### src/rtl/wb_adapter.sv
// Wishbone width adapter: one master port, one slave port, upsize/downsize/equal.
// Downsize accesses are split into per-segment slave accesses with a one-cycle strobe gap.
module wb_adapter #(
   parameter int ADDR_WIDTH       = 32,
   parameter int WBM_DATA_WIDTH   = 32,
   parameter int WBM_SELECT_WIDTH = WBM_DATA_WIDTH/8,
   parameter int WBS_DATA_WIDTH   = 32,
   parameter int WBS_SELECT_WIDTH = WBS_DATA_WIDTH/8
) (
   input  logic                        clk,
   input  logic                        rst,
   input  logic [ADDR_WIDTH-1:0]       wbm_adr_i,
   input  logic [WBM_DATA_WIDTH-1:0]   wbm_dat_i,
   output logic [WBM_DATA_WIDTH-1:0]   wbm_dat_o,
   input  logic                        wbm_we_i,
   input  logic [WBM_SELECT_WIDTH-1:0] wbm_sel_i,
   input  logic                        wbm_stb_i,
   output logic                        wbm_ack_o,
   output logic                        wbm_err_o,
   output logic                        wbm_rty_o,
   input  logic                        wbm_cyc_i,
   output logic [ADDR_WIDTH-1:0]       wbs_adr_o,
   input  logic [WBS_DATA_WIDTH-1:0]   wbs_dat_i,
   output logic [WBS_DATA_WIDTH-1:0]   wbs_dat_o,
   output logic                        wbs_we_o,
   output logic [WBS_SELECT_WIDTH-1:0] wbs_sel_o,
   output logic                        wbs_stb_o,
   input  logic                        wbs_ack_i,
   input  logic                        wbs_err_i,
   input  logic                        wbs_rty_i,
   output logic                        wbs_cyc_o
);

   localparam int MB    = WBM_SELECT_WIDTH;
   localparam int SB    = WBS_SELECT_WIDTH;
   localparam int RATIO = (MB > SB) ? MB/SB : SB/MB;
   localparam int SEG_W = (RATIO > 1) ? $clog2(RATIO) : 1;
   localparam int S_LSB = $clog2(SB);

   typedef enum logic [0:0] {IDLE, WAIT_ACK} state_t;

   state_t                    state_q, state_d;
   logic [SEG_W-1:0]          seg_q, seg_d;
   logic [ADDR_WIDTH-1:0]     adr_q;
   logic [WBM_DATA_WIDTH-1:0] dat_q;
   logic [MB-1:0]             sel_q;
   logic                      latch, busy, start, s_ack, s_err, s_rty;

   logic [ADDR_WIDTH-1:0]     src_adr, seg_adr;
   logic [WBM_DATA_WIDTH-1:0] src_dat, rd_nxt;
   logic [MB-1:0]             src_sel;
   logic [SEG_W-1:0]          src_seg, first_seg, nxt_seg;
   logic                      has_nxt;
   logic [SB-1:0]             seg_sel;
   logic [WBS_DATA_WIDTH-1:0] seg_dat;

   logic [WBM_DATA_WIDTH-1:0] wbm_dat_d;
   logic                      wbm_ack_d, wbm_err_d, wbm_rty_d;
   logic [ADDR_WIDTH-1:0]     wbs_adr_d;
   logic [WBS_DATA_WIDTH-1:0] wbs_dat_d;
   logic [SB-1:0]             wbs_sel_d;
   logic                      wbs_we_d, wbs_stb_d, wbs_cyc_d;

   assign busy    = (state_q == WAIT_ACK);
   assign start   = wbm_cyc_i & wbm_stb_i & ~(wbm_ack_o | wbm_err_o | wbm_rty_o);
   assign s_err   = wbs_stb_o & wbs_err_i;
   assign s_rty   = wbs_stb_o & wbs_rty_i & ~wbs_err_i;
   assign s_ack   = wbs_stb_o & wbs_ack_i & ~wbs_err_i & ~wbs_rty_i;

   // In IDLE the slave request is built straight from the master inputs so it
   // can be registered on the same edge the request is latched.
   assign src_adr = busy ? adr_q   : wbm_adr_i;
   assign src_dat = busy ? dat_q   : wbm_dat_i;
   assign src_sel = busy ? sel_q   : wbm_sel_i;
   assign src_seg = busy ? nxt_seg : first_seg;

   generate
      if (MB < SB) begin : g_up
         localparam int M_LSB = $clog2(MB);
         // seg holds the slave lane the narrow master word maps onto
         always_comb begin
            first_seg = wbm_adr_i[S_LSB-1:M_LSB];
            nxt_seg   = seg_q;
            has_nxt   = 1'b0;
            seg_adr   = src_adr & ~ADDR_WIDTH'(SB-1);
            seg_sel   = SB'(src_sel) << (int'(src_seg) * MB);
            seg_dat   = {RATIO{src_dat}};
            rd_nxt    = wbs_dat_i[int'(seg_q)*WBM_DATA_WIDTH +: WBM_DATA_WIDTH];
         end
      end else begin : g_dn
         always_comb begin
            first_seg = '0;
            for (int i = RATIO-1; i >= 0; i--)
               if (wbm_sel_i[i*SB +: SB] != '0) first_seg = SEG_W'(i);
            nxt_seg = seg_q;
            has_nxt = 1'b0;
            for (int i = RATIO-1; i >= 0; i--)
               if (i > int'(seg_q) && sel_q[i*SB +: SB] != '0) begin
                  nxt_seg = SEG_W'(i);
                  has_nxt = 1'b1;
               end
            seg_adr = (src_adr & ~ADDR_WIDTH'(MB-1)) | (ADDR_WIDTH'(src_seg) << S_LSB)
                    | (src_adr & ADDR_WIDTH'(SB-1));
            seg_sel = src_sel[int'(src_seg)*SB +: SB];
            seg_dat = src_dat[int'(src_seg)*WBS_DATA_WIDTH +: WBS_DATA_WIDTH];
            rd_nxt  = wbm_dat_o;
            if (RATIO == 1 || sel_q[int'(seg_q)*SB +: SB] != '0)
               rd_nxt[int'(seg_q)*WBS_DATA_WIDTH +: WBS_DATA_WIDTH] = wbs_dat_i;
         end
      end
   endgenerate

   always_ff @(posedge clk or negedge rst) begin
      if (!rst) begin
         state_q   <= IDLE;
         seg_q     <= '0;
         adr_q     <= '0;
         dat_q     <= '0;
         sel_q     <= '0;
         wbm_dat_o <= '0;
         wbm_ack_o <= 1'b0;
         wbm_err_o <= 1'b0;
         wbm_rty_o <= 1'b0;
         wbs_adr_o <= '0;
         wbs_dat_o <= '0;
         wbs_sel_o <= '0;
         wbs_we_o  <= 1'b0;
         wbs_stb_o <= 1'b0;
         wbs_cyc_o <= 1'b0;
      end else begin
         state_q   <= state_d;
         seg_q     <= seg_d;
         if (latch) begin
            adr_q <= wbm_adr_i;
            dat_q <= wbm_dat_i;
            sel_q <= wbm_sel_i;
         end
         wbm_dat_o <= wbm_dat_d;
         wbm_ack_o <= wbm_ack_d;
         wbm_err_o <= wbm_err_d;
         wbm_rty_o <= wbm_rty_d;
         wbs_adr_o <= wbs_adr_d;
         wbs_dat_o <= wbs_dat_d;
         wbs_sel_o <= wbs_sel_d;
         wbs_we_o  <= wbs_we_d;
         wbs_stb_o <= wbs_stb_d;
         wbs_cyc_o <= wbs_cyc_d;
      end
   end

   always_comb begin
      state_d = state_q;
      case (state_q)
         IDLE:     if (start) state_d = WAIT_ACK;
         WAIT_ACK: if (!wbm_cyc_i || s_err || s_rty || (s_ack && !has_nxt)) state_d = IDLE;
         default:  state_d = IDLE;
      endcase
   end

   always_comb begin
      latch     = 1'b0;
      seg_d     = seg_q;
      wbm_dat_d = wbm_dat_o;
      wbm_ack_d = 1'b0;
      wbm_err_d = 1'b0;
      wbm_rty_d = 1'b0;
      wbs_adr_d = wbs_adr_o;
      wbs_dat_d = wbs_dat_o;
      wbs_sel_d = wbs_sel_o;
      wbs_we_d  = wbs_we_o;
      wbs_stb_d = wbs_stb_o;
      wbs_cyc_d = wbs_cyc_o;
      case (state_q)
         IDLE: begin
            wbs_cyc_d = 1'b0;
            wbs_stb_d = 1'b0;
            if (start) begin
               latch     = 1'b1;
               seg_d     = first_seg;
               wbm_dat_d = '0;
               wbs_adr_d = seg_adr;
               wbs_dat_d = seg_dat;
               wbs_sel_d = seg_sel;
               wbs_we_d  = wbm_we_i;
               wbs_cyc_d = 1'b1;
               wbs_stb_d = 1'b1;
            end
         end
         WAIT_ACK: begin
            if (!wbm_cyc_i || s_err || s_rty) begin
               wbs_cyc_d = 1'b0;
               wbs_stb_d = 1'b0;
               wbm_err_d = wbm_cyc_i & s_err;
               wbm_rty_d = wbm_cyc_i & s_rty;
            end else if (s_ack) begin
               wbm_dat_d = rd_nxt;
               if (has_nxt) begin
                  // strobe gap before the next segment; cycle stays held
                  wbs_stb_d = 1'b0;
                  seg_d     = nxt_seg;
                  wbs_adr_d = seg_adr;
                  wbs_dat_d = seg_dat;
                  wbs_sel_d = seg_sel;
               end else begin
                  wbs_cyc_d = 1'b0;
                  wbs_stb_d = 1'b0;
                  wbm_ack_d = 1'b1;
               end
            end else if (!wbs_stb_o) begin
               wbs_stb_d = 1'b1;
            end
         end
         default: ;
      endcase
   end

endmodule

### config.mk
export PLATFORM = sky130hd
export DESIGN_NAME = wb_adapter
export DESIGN_NICKNAME = d
export VERILOG_FILES = /design/src/rtl/wb_adapter.sv
export SDC_FILE = /design/constraint.sdc
export NUM_CORES = 1
export LEC_CHECK = 0
export ABC_AREA = 0
export CORE_MARGIN = 8
export CORE_UTILIZATION = 30
export CTS_CLUSTER_SIZE = 14
export DETAILED_ROUTE_END_ITERATION = 6
export DONT_BUFFER_PORTS = 1
export GPL_ROUTABILITY_DRIVEN = 0
export PLACE_DENSITY = 0.52
export REMOVE_ABC_BUFFERS = 1
export SLEW_MARGIN = 20
export SYNTH_ARGS = -nofsm -noshare
export SYNTH_HDL_FRONTEND = slang
export SYNTH_SLANG_ARGS = --single-unit
export TNS_END_PERCENT = 1
### constraint.sdc
create_clock -name clk -period 3.65 [get_ports clk]
set_clock_uncertainty 0.1 [all_clocks]
set_input_delay 0.5475 -clock clk [delete_from_list [all_inputs] [get_ports clk]]
set_output_delay 0.5475 -clock clk [all_outputs]
set_load 0.02 [all_outputs]
==> metrics.csv, run 1 <==
stage,metric,value,unit
run_status,status,"finished, final reports clean",
clock_tree,cts-root-buf,clkbuf_16,
critical_path,end_kind,flip-flop,
drt,dr.first_iter.drc_count,43,
power_and_ir_drop,vdd_drop_max,190,uV
global_routing,grt_first_pass_wirelength,15400,um
yosys,syn_area,4150,um^2
timing,max_freq,445,MHz
critical_path,cp_slowest_cell,nand2_4,
timing,min_period,2250,ps
yosys,ys_seq_elements,106,
yosys,ys_seq_area_frac,0.639,
clock_tree,htree_levels,3,
power_and_ir_drop,p_leak,0.00200,uW
drt,drtPass1Iterations,3,
yosys,synth_edf_count,0,
critical_path,reg2reg_slack,1400,ps
critical_path,cp.required,3760,ps
final_layout,filler_cell_count,1385,
critical_path,worstPathArrival,2360,ps
final_layout,area_growth,11.9,%
drt,drc,0,
timing,setup_tns,0,ps
yosys,syn-instance-count,299,
timing,worst_pin_slew,946,ps
timing,worst_hold_slack,29.7,ps
power_and_ir_drop,fin_total_pwr,2990,uW
timing,slew_headroom,0.369,
critical_path,path_buf_inv,0,
timing,maxSlewViolCount,0,
floorplanning,pin_count,214,
floorplanning,dieHeight,134,um
critical_path,worstSetupStartpointType,flip-flop,
drt,routed_wl,10100,um
critical_path,path_cells,nor2_1 > nand2_4 > mux2_1,
global_routing,grt_max_degree,107,
timing,finalCritPeriodShare,0.616,
floorplanning,die_w,134,um
yosys,synth_cell_type_count,16,
timing,rsz0062_at_grt,false,
global_routing,track_usage,0.113,
clock_tree,clk_latency,340,ps
place,port_buffers,0,
yosys,synth-warning-count,0,
yosys,ys_top_cells_by_area,"dfrtp_1, mux2_1, mux2_2",
yosys,synthFlopType,dfrtp_1,
clock_tree,cts_resized,0,
final_layout,n_antenna_cell,0,
global_routing,grt_pass1_vias,2454,
min_path,hp-class,input pin to async pin,
critical_path,critPathKind,flip-flop to flip-flop,
place,place_hpwl,7570,um
floorplanning,row_count,43,
flow_run,cap_viol_max_count,0,
clock_tree,path_clk_slew,70,ps
final_layout,nets,405,
clock_tree,cts_sinks,106,
critical_path,critPathMaxStageDelay,550,ps
clock_tree,cts_tree,yes,
yosys,async_flop_share,1.00,
critical_path,path_max_fanout,71,
yosys,avgSynthCellArea,13.9,um^2
clock_tree,postCtsHoldBufs,1,
floorplanning,core_area,13700,um^2
floorplanning,dieArea,17900,um^2
timing,setup-violations-final,0,
critical_path,crit_family,simple AND/OR/NAND/NOR gates,
drt,drtAntennaViolNets,0,
clock_tree,post_cts_buffers,0,
final_layout,drive_above_1_share,0.166,
power_and_ir_drop,power-per-cell-area,643,nW/um^2
drt,num_vias,2200,
global_routing,antenna_found_initial,1,
timing,finalHoldViolCount,0,
yosys,synth_top_area_cell,dfrtp_1,
global_routing,globalRouteOverflowTotal,0,
drt,wl_per_cell,20.9,um
clock_tree,clock_path_buffers,2,
final_layout,seqCellArea,2650,um^2
clock_tree,cts_buffers,9,
yosys,synth_top_cell_area_share,0.639,
drt,routed_via_density,4.56,
final_layout,multi_input_area,1320,um^2
floorplanning,initial_utilization,0.303,
[state kept, by name (all words and copies together) (netlist names)]
| register | flops |
|---|---|
| wbm_ack_o | 1 |
| wbm_dat_o | 32 |
| wbs_dat_o | 32 |
| wbm_rty_o | 1 |
| busy | 1 |
| wbs_sel_o | 4 |
| wbs_adr_o | 32 |
| wbs_cyc_o | 1 |
| wbm_err_o | 1 |
| wbs_we_o | 1 |
[Yosys cell counts, types with 2 or more instances]
cell type	n
dfrtp_1	106
mux2_1	39
inv_1	34
nand2_1	33
mux2i_1	32
mux2_2	30
buf_2	13
clkbuf_1	3
nor2_1	2
[power by group]
part / total (uW) / internal [uW] / leakage [uW] / switching [uW]
sequential: 1800 / 1380 / 0.00131 / 422
combinational: 275 / 148 / 0.000549 / 127
clock: 915 / 499 / 0.000139 / 415
[per-layer routing]
metal / GRT usage / vias up / wire length [um]
met3: 0.0738 / 14 / 1620
li1: - / 972 / -
met2: 0.166 / 161 / 4430
met5: 0 / - / 13
met1: 0.124 / 1051 / 3850
met4: 0.0561 / 2 / 182
[through the flow]
| stage | util | instances | cell area (um^2) | setup slack, ps |
|---|---|---|---|---|
| CTS | 0.339 | 482 | 4650 | 1360 |
| global placement | 0.316 | 465 | 4340 | 1450 |
| global route | 0.339 | 482 | 4650 | 1250 |
| finish | 0.339 | 482 | 4650 | 1400 |
| detailed placement | 0.316 | 465 | 4340 | 1410 |
| floorplan | - | 283 | 4080 | 264 |
[area by class of cell]
cell class              count  area share
clock buffers              12      0.0552
well taps                 180      0.0485
multi-input cells         143       0.283
flip-flops and latches    106       0.571
inverters                  34      0.0275
repair buffers              3     0.00915
clock inverters             4     0.00565
[cell families after synthesis]
group	Yosys count	synth area share
DFF	106	0.639
muxes	101	0.264
buffers and inverters	50	0.0491
and+or+nand+nor	39	0.0413
AOI/OAI and AO/OA	3	0.00663
[worst paths after layout]
check,startpoint,to,cells past startpoint
setup / recovery,wbm_ack_o,wbs_dat_o[15],3
hold / removal,rst,wbs_dat_o[27],1
setup reg to reg,wbm_ack_o,wbs_dat_o[15],3
hold reg to reg,wbm_dat_o[26],wbm_dat_o[26],2
max in group asynchronous,rst,busy,1
min in group clk,wbs_ack_i,wbs_cyc_o,1
[placed cells by master (no fill, tap or decap)]
cell        count
dfrtp_1       106
mux2_1         39
inv_1          34
nand2_1        32
mux2i_1        32
mux2_2         30
clkbuf_16       9
nor2_1          2
clkbuf_8        2
clkinv_2        2
buf_4           2
nand4bb_1       1
and4bb_1        1
nand2_4         1
o21ai_0         1
and4b_1         1
and3_1          1
o2bb2ai_4       1
o31ai_1         1
clkinvlp_4      1
clkbuf_1        1
clkinv_4        1
buf_16          1
Power figures use the tool's default switching activity.
==> run 2: changes to the inputs <==
ABC_AREA = 1   (was 0)
clock period = 2.2 ns   (was 3.65 ns; I/O delays follow)
==> run 2 against run 1 <==
Net effect: the run now ends with hold timing left; area after synthesis increased by 7.9%; synthesized cell count increased by 76%; setup slack got worse by 880 ps; count of clock-buffer cells in the layout decreased by 3; sequential power increased by 58%; sequential cell count unchanged; first-iteration DRC count increased by 130%; fmax increased by 34%.
==> metrics.csv, run 2 <==
stage,metric,value,unit
drt,num_vias,3196,
yosys,yosysMostFrequentCell,nand2_1,
floorplanning,core_area,14600,um^2
critical_path,cp.required,2380,ps
timing,min_period,1680,ps
floorplanning,dieArea,19100,um^2
timing,layout_setup_ws,521,ps
yosys,synth_top_area_cell,dfrtp_1,
critical_path,worst-path-stages,5,
yosys,synth-warning-count,0,
yosys,ys_top_cells_by_area,"dfrtp_1, nand2_1, inv_1",
drt,drc,0,
clock_tree,postCtsHoldBufs,12,
global_routing,globalRouteOverflowTotal,0,
timing,finalHoldViolCount,106,
timing,finalCritPeriodShare,0.763,
yosys,ys_seq_elements,106,
timing,max_freq,596,MHz
drt,routed_wl,11600,um
clock_tree,path_clk_slew,70,ps
timing,setup_tns,0,ps
drt,routed_via_density,4.50,
yosys,syn_area,4480,um^2
place,port_buffers,0,
clock_tree,htree_levels,3,
yosys,synth_top_cell_area_share,0.592,
clock_tree,post_cts_buffers,0,
final_layout,nets,630,
timing,setup-violations-final,0,
drt,wl_per_cell,16.3,um
global_routing,grt_max_degree,107,
floorplanning,dieHeight,138,um
clock_tree,cts_sinks,106,
run_status,violations,hold timing,
yosys,async_flop_share,1.00,
power_and_ir_drop,p_leak,0.00290,uW
timing,slew_headroom,0.602,
power_and_ir_drop,vdd_drop_max,470,uV
final_layout,final_cell_mix,"nand2_1, inv_1, dfrtp_1",
clock_tree,cts_tree,yes,
clock_tree,clock_path_buffers,2,
critical_path,cp_slowest_cell,dfrtp_1,
run_status,status,finished with violations,
clock_tree,cts_buffers,9,
yosys,synthFlopType,dfrtp_1,
timing,rsz0062_at_grt,false,
clock_tree,cts-root-buf,clkbuf_16,
final_layout,final_common_cell,nand2_1,
flow_run,cap_viol_max_count,0,
final_layout,drive_above_1_share,0.0569,
yosys,synth_cell_type_count,19,
critical_path,critical_path.most_common_cell,nand2_1,
yosys,synth_edf_count,0,
critical_path,critPathMaxStageDelay,470,ps
floorplanning,initial_utilization,0.307,
critical_path,path_max_fanout,32,
critical_path,end_kind,flip-flop,
critical_path,crit_family,simple AND/OR/NAND/NOR gates,
global_routing,track_usage,0.123,
power_and_ir_drop,power-per-cell-area,1000,nW/um^2
timing,worst_hold_slack,-425,ps
timing,maxSlewViolCount,0,
yosys,avgSynthCellArea,8.50,um^2
min_path,hp-class,input pin to async pin,
global_routing,antenna_found_initial,0,
critical_path,path_cells,nor2_1 > nand3_4 > nand2_2 > nand2_1 > nand2_1,
global_routing,grt_pass1_vias,3336,
critical_path,reg2regPathDepth,5,
yosys,synthTopCellsByCount,"nand2_1, inv_1, dfrtp_1, o21ai_1, nand3_1",
global_routing,grt_first_pass_wirelength,19000,um
place,pre_cts_ws,512,ps
critical_path,worstSetupStartpointType,flip-flop,
timing,worst_pin_slew,595,ps
floorplanning,row_count,44,
yosys,syn-instance-count,527,
clock_tree,clk_latency,340,ps
drt,drtPass1Iterations,4,
floorplanning,pin_count,214,
critical_path,worstPathArrival,1860,ps
final_layout,n_antenna_cell,0,
place,place_hpwl,8440,um
clock_tree,cts_resized,0,
floorplanning,die_w,138,um
final_layout,area_growth,11.8,%
final_layout,largestRegisters,"wbm_dat_o x32, wbs_adr_o x32, wbs_dat_o x32",
critical_path,critPathKind,flip-flop to flip-flop,
critical_path,path_buf_inv,0,
yosys,ys_seq_area_frac,0.592,
drt,drtAntennaViolNets,0,
drt,dr.first_iter.drc_count,101,
run 2: metrics by stage:
step / util / instance area (um^2) / power (uW) / std cells / hold slack, ps
global placement: 0.313 / 4560 / 3280 / 683 / -62.2
floorplan: - / 4270 / 3120 / 494 / -65.6
global route: 0.343 / 5010 / 5280 / 711 / -452
finish: 0.343 / 5010 / 5010 / 711 / -425
CTS: 0.343 / 5010 / 5120 / 711 / -446
detailed placement: 0.313 / 4560 / 3310 / 683 / -62.3
run 2: cells by family (layout without fill, tap and decap cells):
kind of cell	count (synthesis)	count (layout)	synth area share
AOI/OAI and AO/OA	70	70	0.0807
buffers and inverters	141	141	0.137
DFF	106	106	0.592
and+or+nand+nor	210	210	0.190
run 2: worst paths after layout:
path	startpoint	to	slack, ps
worst min-delay path	rst	wbs_adr_o[27]	-430
worst min register to register	busy	wbm_err_o	460
min in group clk	wbm_adr_i[23]	wbs_adr_o[23]	20
worst max register to register	wbm_err_o	wbm_dat_o[25]	520
max in group asynchronous	rst	wbm_dat_o[28]	2310
worst max-delay path	wbm_err_o	wbm_dat_o[25]	520
run 2: final cells by class:
type | instances | area, um^2
clock inverters | 7 | 103
clock buffers | 9 | 225
flip-flops and latches | 106 | 2650
well taps | 184 | 230
multi-input cells | 280 | 1220
repair buffers | 17 | 170
fillers | 1507 | 9580
inverters | 108 | 405
run 2: layer usage:
layer,vias to the layer above,GRT usage,wire (um),share of wire
li1,1558,-,-,-
met5,-,0,0,0
met4,0,0.0481,216,0.019
met2,148,0.195,5500,0.47
met1,1478,0.136,4590,0.39
met3,12,0.0637,1320,0.11
run 2: report_power, final:
part | total (uW) | leakage, uW | internal, uW | switching (uW)
clock network | 1750 | 0.000156 | 1010 | 737
registers | 2850 | 0.00136 | 2240 | 610
logic | 424 | 0.00138 | 177 | 247
total | 5010 | 0.00290 | 3420 | 1590
run 2: worst reg2reg max path: stages, from the launching register on:
cell and delay [ps]:
dfrtp_1 470, nor2_1 230, nand3_4 130, nand2_2 470, nand2_1 140, nand2_1 90
==> run 3: changes to the inputs <==
PLACE_DENSITY = 0.53   (was 0.52)
clock period = 1.4 ns   (was 2.2 ns; I/O delays follow)
==> run 3 against run 2 <==
Net effect: the run still ends with hold timing left; first-iteration DRC count grew 73%; count of clock-buffer cells in the layout rose by 3; die area unchanged; register-to-register slack worse by 510 ps; critical path depth did not move; non-clock buffer count up 105; routed wire length up 14%.
==> metrics.csv, run 3 (synthesis gave the netlist of run 2 again) <==
stage,metric,value,unit
power_and_ir_drop,fin_total_pwr,7930,uW
timing,finalHoldViolCount,106,
place,place_hpwl,8660,um
timing,setup_tns,0,ps
final_layout,nets,735,
clock_tree,path_clk_slew,70,ps
final_layout,filler_cell_count,1387,
clock_tree,cts_buffers,9,
critical_path,worstSetupStartpointType,flip-flop,
run_status,violations,hold timing,
place,dp.cells,692,
critical_path,end_kind,flip-flop,
global_routing,track_usage,0.134,
drt,routed_wl,13200,um
critical_path,worstPathArrival,1500,ps
clock_tree,cts_sinks,106,
floorplanning,row_count,44,
final_layout,drive_above_1_share,0.0713,
floorplanning,initial_utilization,0.307,
drt,num_vias,3649,
final_layout,fin_area,6110,um^2
floorplanning,dieHeight,138,um
final_layout,largestRegisters,"wbm_dat_o x32, wbs_adr_o x32, wbs_dat_o x32",
timing,finalCritPeriodShare,0.995,
place,dpl_cell_area,4670,um^2
drt,drtAntennaViolNets,0,
global_routing,antenna_found_initial,1,
floorplanning,pin_count,214,
clock_tree,clk_latency,340,ps
clock_tree,htree_levels,3,
floorplanning,core_area,14600,um^2
critical_path,critPathKind,flip-flop to flip-flop,
drt,drtPass1Iterations,4,
timing,slew_headroom,0.761,
power_and_ir_drop,p_leak,0.00336,uW
flow_run,cap_viol_max_count,0,
floorplanning,dieArea,19100,um^2
timing,max_freq,718,MHz
final_layout,area_growth,36.4,%
timing,rsz0062_at_grt,true,
clock_tree,cts-root-buf,clkbuf_16,
power_and_ir_drop,power-per-cell-area,1300,nW/um^2
clock_tree,postCtsHoldBufs,105,
global_routing,grt_first_pass_wirelength,20800,um
timing,maxSlewViolCount,0,
drt,drc,0,
final_layout,final_cell_mix,"nand2_1, inv_1, dfrtp_1",
run_status,status,finished with violations,
global_routing,grt_max_degree,107,
floorplanning,die_w,138,um
min_path,hp-class,input pin to async pin,
timing,setup-violations-final,0,
clock_tree,clock_path_buffers,2,
final_layout,seqCellArea,2650,um^2
global_routing,grt_pass1_vias,3861,
place,port_buffers,0,
timing,worst_pin_slew,358,ps
clock_tree,cts_tree,yes,
drt,dr.first_iter.drc_count,175,
timing,min_period,1390,ps
global_routing,globalRouteOverflowTotal,0,
final_layout,layoutNonFillerInstCount,816,
timing,worst_hold_slack,-537,ps
drt,routed_via_density,4.47,
final_layout,final_common_cell,nand2_1,
power_and_ir_drop,vdd_drop_max,716,uV
drt,wl_per_cell,16.2,um
critical_path,path_max_fanout,86,
critical_path,cp.required,1500,ps
final_layout,multi_input_area,1260,um^2
==> run 3: layout make-up <==
cell class              instances  share of cell area
flip-flops and latches        106               0.434
repair buffers                122               0.208
multi-input cells             280               0.207
inverters                     108              0.0663
clock buffers                  12              0.0403
well taps                     184              0.0377
clock inverters                 3             0.00655
diodes                          1            0.000409
==> run 3: critical path, cell delays in order (launching register included) <==
cell	delay [ps]
dfrtp_1	400
nor2_2	160
nand3_4	120
buf_12	200
nand2_1	110
o21ai_0	90
==> run 3: metal layers <==
metal,part of all wire,vias up,GRT usage
met5,0,-,0
met3,0.093,18,0.0620
met2,0.51,153,0.233
met4,0.021,0,0.0503
li1,-,1761,-
met1,0.38,1717,0.138
==> run 3: final timing paths <==
kind	startpoint	endpoint	slack, ps	cells after the start
worst max-delay path	wbm_ack_o	wbs_adr_o[28]	7	5
worst min-delay path	rst	wbm_dat_o[9]	-540	0
worst max register to register	wbm_ack_o	wbs_adr_o[28]	7	5
worst min register to register	wbs_adr_o[14]	wbs_adr_o[14]	540	2
max in group asynchronous	rst	wbs_adr_o[3]	1630	0
min in group clk	wbs_ack_i	busy	30	3
==> run 3: what timing repair did <==
action,in CTS,in global routing
pin swaps,1,2
gates cloned,0,1
gates resized for setup,6,20
setup buffers,0,2
endpoints found under the setup margin,64,81
hold endpoints to repair,211,106
==> run 3: stage by stage <==
step | util | setup slack [ps]
after floorplan | - | -2610
after global placement | 0.320 | -67.4
after detailed placement | 0.320 | -94.0
after CTS | 0.413 | -56.4
after global routing | 0.419 | -50.6
final | 0.419 | 7.37
==> run 3: power breakdown <==
| group | leakage (uW) | total [uW] | switching (uW) | internal (uW) |
|---|---|---|---|---|
| combinational | 0.00186 | 985 | 477 | 507 |
| sequential | 0.00136 | 4480 | 968 | 3520 |
| clock | 0.000142 | 2460 | 1040 | 1420 |
